==> src/rtl/bcmac_pkg.sv <==
// Shared definitions for the bit-serial MAC column and its downstream consumers.
package bcmac_pkg;

    localparam int unsigned DEF_BITS  = 8;
    localparam int unsigned DEF_ACC_W = 20;
    localparam int unsigned ST_W      = 2;
    localparam int unsigned LEN_W     = 8;

    localparam logic [ST_W-1:0] ST_IDLE  = 2'd0;
    localparam logic [ST_W-1:0] ST_SHIFT = 2'd1;
    localparam logic [ST_W-1:0] ST_ADD   = 2'd2;
    localparam logic [ST_W-1:0] ST_HOLD  = 2'd3;

    // Width of a bit counter that indexes positions 0..bits-1.
    function automatic int unsigned cnt_width(input int unsigned bits);
        return (bits <= 1) ? 1 : $clog2(bits);
    endfunction

endpackage

==> src/rtl/bitserial_deser.sv <==
// LSB-first deserializer: assembles one word, restarts on a mid-word frame_start.
module bitserial_deser
    import bcmac_pkg::*;
#(
    parameter int unsigned BITS = DEF_BITS
) (
    input  logic            clk,
    input  logic            rst,
    input  logic            bit_i,
    input  logic            accept_i,
    input  logic            frame_start_i,
    output logic [BITS-1:0] word_o,
    output logic            word_done_c_o,
    output logic            frame_err_o
);

    localparam int unsigned CNT_W = cnt_width(BITS);

    logic [BITS-1:0]  sr_q, sr_d;
    logic [CNT_W-1:0] cnt_q, cnt_d;
    logic             ferr_q, ferr_d;

    // A non-zero bit counter means a word is in progress.
    always_comb begin
        sr_d          = sr_q;
        cnt_d         = cnt_q;
        ferr_d        = 1'b0;
        word_done_c_o = 1'b0;
        if (accept_i) begin
            if (frame_start_i) begin
                sr_d   = BITS'(bit_i);
                cnt_d  = CNT_W'(1);
                ferr_d = (cnt_q != '0);
            end else if (cnt_q != '0) begin
                sr_d[cnt_q] = bit_i;
                if (cnt_q == CNT_W'(BITS - 1)) begin
                    cnt_d         = '0;
                    word_done_c_o = 1'b1;
                end else begin
                    cnt_d = cnt_q + CNT_W'(1);
                end
            end
        end
    end

    always_ff @(posedge clk) begin
        if (rst) begin
            sr_q   <= '0;
            cnt_q  <= '0;
            ferr_q <= 1'b0;
        end else begin
            sr_q   <= sr_d;
            cnt_q  <= cnt_d;
            ferr_q <= ferr_d;
        end
    end

    assign word_o      = sr_q;
    assign frame_err_o = ferr_q;

endmodule

==> src/rtl/bitserial_accum.sv <==
// Collects serial words from the bitblock chain and accumulates a programmable
// number of them into a wide result offered on a valid/ready port.
module bitserial_accum
    import bcmac_pkg::*;
#(
    parameter int unsigned BITS   = DEF_BITS,
    parameter int unsigned ACC_W  = DEF_ACC_W,
    parameter bit          SIGNED = 1'b1
) (
    input  logic             clk,
    input  logic             rst,
    input  logic             bit_in,
    input  logic             bit_valid,
    input  logic             frame_start,
    output logic             in_ready,
    input  logic [LEN_W-1:0] acc_len,
    output logic [ACC_W-1:0] acc_out,
    output logic             out_valid,
    input  logic             out_ready,
    output logic             overflow,
    output logic             frame_err
);

    logic [ST_W-1:0]  state_q, state_d;
    logic [LEN_W-1:0] len_q, len_d;
    logic [LEN_W-1:0] wcnt_q, wcnt_d;
    logic [ACC_W-1:0] acc_q, acc_d;
    logic             ovf_q, ovf_d;
    logic             in_ready_q, in_ready_d;
    logic             out_valid_q, out_valid_d;

    logic             accept_c;
    logic [BITS-1:0]  word_c;
    logic             word_done_c;
    logic [ACC_W-1:0] ext_c;
    logic [ACC_W:0]   sum_c;
    logic             ovf_now_c;
    logic [LEN_W-1:0] wcnt_inc_c;
    logic [LEN_W-1:0] len_eff_c;

    assign accept_c = bit_valid && in_ready_q;

    bitserial_deser #(.BITS(BITS)) u_deser (
        .clk           (clk),
        .rst           (rst),
        .bit_i         (bit_in),
        .accept_i      (accept_c),
        .frame_start_i (frame_start),
        .word_o        (word_c),
        .word_done_c_o (word_done_c),
        .frame_err_o   (frame_err)
    );

    // Sign- or zero-extend the assembled word to the accumulator width.
    always_comb begin
        ext_c = ACC_W'(word_c);
        if (SIGNED && word_c[BITS-1]) begin
            for (int unsigned i = BITS; i < ACC_W; i++) begin
                ext_c[i] = 1'b1;
            end
        end
    end

    assign sum_c      = {1'b0, acc_q} + {1'b0, ext_c};
    assign ovf_now_c  = SIGNED ? ((acc_q[ACC_W-1] == ext_c[ACC_W-1]) &&
                                  (sum_c[ACC_W-1] != acc_q[ACC_W-1]))
                               : sum_c[ACC_W];
    assign wcnt_inc_c = wcnt_q + LEN_W'(1);
    assign len_eff_c  = (len_q == '0) ? LEN_W'(1) : len_q;

    always_comb begin
        state_d = state_q;
        len_d   = len_q;
        wcnt_d  = wcnt_q;
        acc_d   = acc_q;
        ovf_d   = ovf_q;
        case (state_q)
            ST_IDLE: begin
                if (wcnt_q == '0) begin
                    len_d = acc_len;
                end
                if (accept_c && frame_start) begin
                    state_d = ST_SHIFT;
                end
            end
            ST_SHIFT: begin
                if (word_done_c) begin
                    state_d = ST_ADD;
                end
            end
            ST_ADD: begin
                acc_d   = sum_c[ACC_W-1:0];
                ovf_d   = ovf_q | ovf_now_c;
                wcnt_d  = wcnt_inc_c;
                state_d = (wcnt_inc_c == len_eff_c) ? ST_HOLD : ST_IDLE;
            end
            ST_HOLD: begin
                if (out_ready) begin
                    state_d = ST_IDLE;
                    acc_d   = '0;
                    wcnt_d  = '0;
                    ovf_d   = 1'b0;
                end
            end
            default: begin
                state_d = ST_IDLE;
            end
        endcase
        in_ready_d  = (state_d == ST_IDLE) || (state_d == ST_SHIFT);
        out_valid_d = (state_d == ST_HOLD);
    end

    always_ff @(posedge clk) begin
        if (rst) begin
            state_q     <= ST_IDLE;
            len_q       <= '0;
            wcnt_q      <= '0;
            acc_q       <= '0;
            ovf_q       <= 1'b0;
            in_ready_q  <= 1'b1;
            out_valid_q <= 1'b0;
        end else begin
            state_q     <= state_d;
            len_q       <= len_d;
            wcnt_q      <= wcnt_d;
            acc_q       <= acc_d;
            ovf_q       <= ovf_d;
            in_ready_q  <= in_ready_d;
            out_valid_q <= out_valid_d;
        end
    end

    assign in_ready  = in_ready_q;
    assign out_valid = out_valid_q;
    assign acc_out   = acc_q;
    assign overflow  = ovf_q;

endmodule

==> config.mk <==
export PLATFORM = sky130hd
export DESIGN_NAME = bitserial_accum
export DESIGN_NICKNAME = d
export VERILOG_FILES = /design/src/rtl/bcmac_pkg.sv /design/src/rtl/bitserial_deser.sv /design/src/rtl/bitserial_accum.sv
export SDC_FILE = /design/constraint.sdc
export NUM_CORES = 1
export LEC_CHECK = 0
export ABC_AREA = 1
export CAP_MARGIN = 10
export CORE_AREA = 2 2 106 108
export DETAILED_ROUTE_END_ITERATION = 12
export DIE_AREA = 0 0 108 110
export PLACE_DENSITY_LB_ADDON = 0.12
export REMOVE_ABC_BUFFERS = 1
export SLEW_MARGIN = 20
export SYNTH_ARGS = -nofsm -noshare
export SYNTH_HDL_FRONTEND = slang
export SYNTH_HIERARCHICAL = 1
export SYNTH_SLANG_ARGS = --single-unit
export TNS_END_PERCENT = 10
==> constraint.sdc <==
create_clock -name clk -period 3.35 [get_ports clk]
set_input_delay 0.5025 -clock clk [delete_from_list [all_inputs] [get_ports clk]]
set_output_delay 0.5025 -clock clk [all_outputs]
set_load 0.05 [all_outputs]
After elaboration in Yosys (flattened, before gate mapping)
Index checks and enable logic that the tools add are counted.

word-level totals
  output and inout bits = 24
  flip-flop bits (word level) = 53
  bits of input ports = 14
  memories = 0
  word-level logic and storage cells = 69
  bits in latches = 0
  bits in read-only memories = 0
  memory bits (writable) = 0

cells by class
  reductions and logical operators = 16
  bitwise operators = 3
  multiply operators = 0
  muxes and demuxes = 25
  add/sub/neg operators = 3
  divide/modulo/power cells = 0
  eq/ne operators = 10
  shift-type cells = 0
  $lt $le $gt $ge = 2

operators by type and width
  operator                                                                       number
  20-bit case mux with 2 select lines                                            1
  8-bit two-way mux                                                              4
  20-bit adder                                                                   1
  20-bit two-way mux                                                             1
  8-bit logical NOT                                                              2
  8-bit case mux with 2 select lines                                             1
  12-bit two-way mux                                                             1
  3-bit two-way mux                                                              3
  8-bit by 1-bit adder with 8-bit output (second input constant)                 1
  8-bit bitwise mux                                                              1
  8-bit == test                                                                  1
  2-bit two-way mux                                                              4
  2-bit case mux with 4 select lines                                             1
  2-bit == test (second input constant)                                          3
  1-bit two-way mux                                                              6
  2-bit AND reduction                                                            3
  2-bit by 1-bit == test with 1-bit output (second input constant)               2
  1-bit logical AND                                                              4
  2-bit logical NOT                                                              2
  3-bit by 4-bit less-than comparator with 1-bit output (second input constant)  1
  2-bit nonzero test                                                             2
  3-bit by 1-bit adder with 3-bit output (second input constant)                 1
  1-bit demux with 3-bit select                                                  1
  3-bit == test (second input constant)                                          1
  10 further kinds                                                               11

Longest topological paths before layout
  depth in word-level cells = 9
  mapped depth = 13
  gate-level depth less buffers = 13

By module
Netlist, hierarchy kept.

by module, submodules not included
  module           area an instance (um2)  seq. area each (um2)  cells each  times used
  bitserial_accum  3074.2                  820.8                 507         1
  bitserial_deser  676.9                   240.2                 100         1

Worst setup path before layout
OpenSTA, ideal clock, no wires.

  path kind = register to register
  from = register acc_q[0] (netlist: acc_out[0])
  to = register acc_q[16] (netlist: acc_out[16])
  clock period less this slack = 2253 ps
  required time = 3216 ps
  data arrival time = 2119 ps
  cell stages (with the launch flop) = 14
  buffers on the path = 0
  slack = 1097 ps
  setup time = 134 ps
  path through = dfxtp_1 -> ha_1 -> inv_1 -> fa_1 -> inv_1 -> nand3_1 -> nand2_1 -> inv_1 -> o21ai_1 -> nand3_1 -> nand2_1 -> nand2_1 -> nand3_1 -> a21oi_1

between the ends
  cells in the longest elaborated chain, start to end = 2

ends and longest elaborated chain
  element                              RTL line                source
  start, declared                      bitserial_accum.sv:27   logic [ACC_W-1:0] acc_q, acc_d;
  start signal, assigned               bitserial_accum.sv:118  acc_q <= '0;
  start signal, assigned               bitserial_accum.sv:126  acc_q <= acc_d;
  20-bit adder                         bitserial_accum.sv:64   assign sum_c = {1'b0, acc_q} + {1'b0, ext_c};
  20-bit case mux with 2 select lines  bitserial_accum.sv:77   case (state_q)

No other way between the ends.
A chain may end at the register's enable or synchronous reset.

Worst setup path after layout
  from = register u_deser.sr_q[0] (netlist: u_deser/word_o[0])
  to = register acc_q[16] (netlist: acc_out[16])

between the ends
  cells in the longest elaborated chain, start to end = 2

ends and longest elaborated chain
  element                              RTL line               source
  start, declared                      bitserial_deser.sv:19  logic [BITS-1:0] sr_q, sr_d;
  start signal, assigned               bitserial_deser.sv:52  sr_q <= sr_d;
  20-bit adder                         bitserial_accum.sv:64
  20-bit case mux with 2 select lines  bitserial_accum.sv:77

No other way between the ends.

==> flow_metrics.tcl <==
set metrics [dict create \
    status "finished clean" \
    grt_max_degree 42 \
    area_growth_pct 15.8 \
    final_util 0.406 \
    regArea_um2 1060 \
    drive_gt1_frac 0.0468 \
    multiInputGateArea_um2 2280 \
    fin_area_um2 4350 \
    cts.sinks 53 \
    routed_wirelength_um 9390 \
    fillers 1169 \
    p_per_area_nw_per_um2 259 \
    ys_types 32 \
    clock_latency_ps 310 \
    portBuffers 37 \
    whs_ps 489 \
    ys_seq_area_frac 0.283 \
    hold_class "reg2reg" \
    fin_setup_tns_ps 0 \
    hold_viol_final 0 \
    grt_use_total 0.160 \
    placed_cell_area_um2 4260 \
    cts-root-buf "clkbuf_8" \
    fmax_mhz 423 \
    p_leak_nw 1.94 \
    gp_congestion 0.841 \
    grt-ovfl-total 0 \
    ant_nets 0 \
    firstDrtPassIters 5 \
    required_ps 3540 \
    fin_skew_ps 6.96 \
    worstPathArrival_ps 2550 \
    synthesis.area_um2 3750 \
    drt_iter0_drc 107 \
    worst_pin_slew_ps 744 \
    final_cell_mix "162 x nand2_1, 86 x inv_1, 72 x nand3_1" \
    grt_pass1_wl_um 15300 \
    cts_tree "done" \
    wl_per_cell_um 12.0 \
    holdBufCountCts 0 \
    synth.avg_cell_area_um2 6.18 \
    antenna_found_initial 0 \
    cts_setup_buffers 0 \
    layout.nets 679 \
    drv_cap 0 \
    critPathKind "reg2reg" \
    fin_crit_sh 0.706 \
    relSlewSlack 0.501 \
    vias 3780 \
    critical_path.max_fanout 4 \
    io_pins 38 \
    htree_levels 2 \
    vdd_drop_max_v 0.000148 \
    rows 38 \
    die_area_um2 11900 \
    path_clk_slew_ps 100 \
    final_common_cell "nand2_1" \
    start_util 0.351 \
    final_max_slew_viol_count 0 \
    detailed_place_hpwl_um 7050 \
    first_global_vias 3389 \
    cts_resized 0 \
    period_needed_ps 2360 \
    cts_buffers 5 \
    dieWidth_um 108 \
    vias_per_cell 4.84 \
    rsz0062_at_grt "no" \
    yosys_warnings 6 \
    die_height_um 110 \
    postSynthCellCount 607 \
    num_antenna_cells 0 \
    ys_ff_latch 53 \
    setup_viol 0 \
    cp-end-kind "flop" \
    clockBufferDepth 2 \
    route.detailed.drc 0 \
    coreArea_um2 10700 \
    crit_path_start_kind "flop" \
]
[sequential cells by signal (all words and copies together) (netlist names)]
| name | cells |
|---|---|
| u_deser/cnt_q | 3 |
| u_deser/word_o | 8 |
| in_ready | 1 |
| overflow | 1 |
| out_valid | 1 |
| len_q | 8 |
| wcnt_q | 8 |
| state_q | 2 |
| u_deser/frame_err_o | 1 |
| acc_out | 20 |
[cells in the mapped netlist (all sizes together)]
| cell type | count | share of area |
|---|---|---|
| and2 | 1 | 0.0017 |
| ha | 24 | 0.080 |
| nor3 | 6 | 0.0093 |
| nand4 | 12 | 0.020 |
| a21boi | 3 | 0.0060 |
| nor2 | 53 | 0.055 |
| inv | 91 | 0.091 |
| o21bai | 9 | 0.018 |
| clkinv | 1 | 0.0010 |
| dfxtp | 53 | 0.28 |
| or2 | 3 | 0.0050 |
| buf | 8 | 0.011 |
| nand3b | 5 | 0.010 |
| a211o | 1 | 0.0023 |
| nand2 | 166 | 0.17 |
| nand3 | 73 | 0.099 |
| fa | 1 | 0.0053 |
| clkbuf | 6 | 0.0060 |
| o21ai | 19 | 0.025 |
| a21oi | 68 | 0.093 |
| a21o | 3 | 0.0060 |
| xor2 | 1 | 0.0023 |
[through the flow]
step,total power (W),cells,setup WS (ps)
after floorplan,0.000728,593,1070
after global routing,0.00118,781,815
after CTS,0.00115,781,988
after global placement,0.000770,773,1010
after detailed placement,0.000771,773,1010
final,0.00113,781,985
[worst max-delay path, stage by stage (launching register included)]
cell and delay, ps:
dfxtp_1 380, ha_1 260, inv_1 80, fa_1 390, inv_1 140, nand3_1 90
nand2_1 110, inv_1 60, o21ai_1 290, nand3_1 180, nand2_1 90, nand2_1 50
nand3_1 60, a21oi_1 60
[area by class of cell]
class | instances | area share
well taps | 140 | 0.0403
inverters | 92 | 0.0795
flip-flops and latches | 53 | 0.244
repair buffers | 40 | 0.0904
multi-input cells | 448 | 0.525
clock buffers | 6 | 0.0167
clock inverters | 2 | 0.00346
[where the power goes]
part           internal [W]  switching [W]
Combinational     0.0000400      0.0000605
Clock              0.000148       0.000224
Sequential         0.000642      0.0000136
[kinds of logic (layout without fill, tap and decap cells)]
group	after synthesis	count (layout)	synth area share
flip-flops	53	53	0.283
AND/OR/NAND/NOR	319	319	0.370
XOR/XNOR	1	1	0.00234
buffers and inverters	106	140	0.109
AO/OA/AOI/OAI	103	103	0.150
adder cells (fa/ha/maj)	25	25	0.0854
[final timing paths]
kind                startpoint     endpoint  cells past startpoint  slack (ps)
min                 acc_out[2]   acc_out[2]                      2         490
max          u_deser/word_o[0]  acc_out[16]                     13         990
min reg2reg         acc_out[2]   acc_out[2]                      2         490
max reg2reg  u_deser/word_o[0]  acc_out[16]                     13         990
[metal layers]
layer	track usage	wire length, µm	vias up
met5	0	0	-
met4	0.0403	123	0
met3	0.0212	267	8
met2	0.286	4510	47
met1	0.203	4490	1695
li1	-	-	2030
Power figures use the tool's default switching activity.
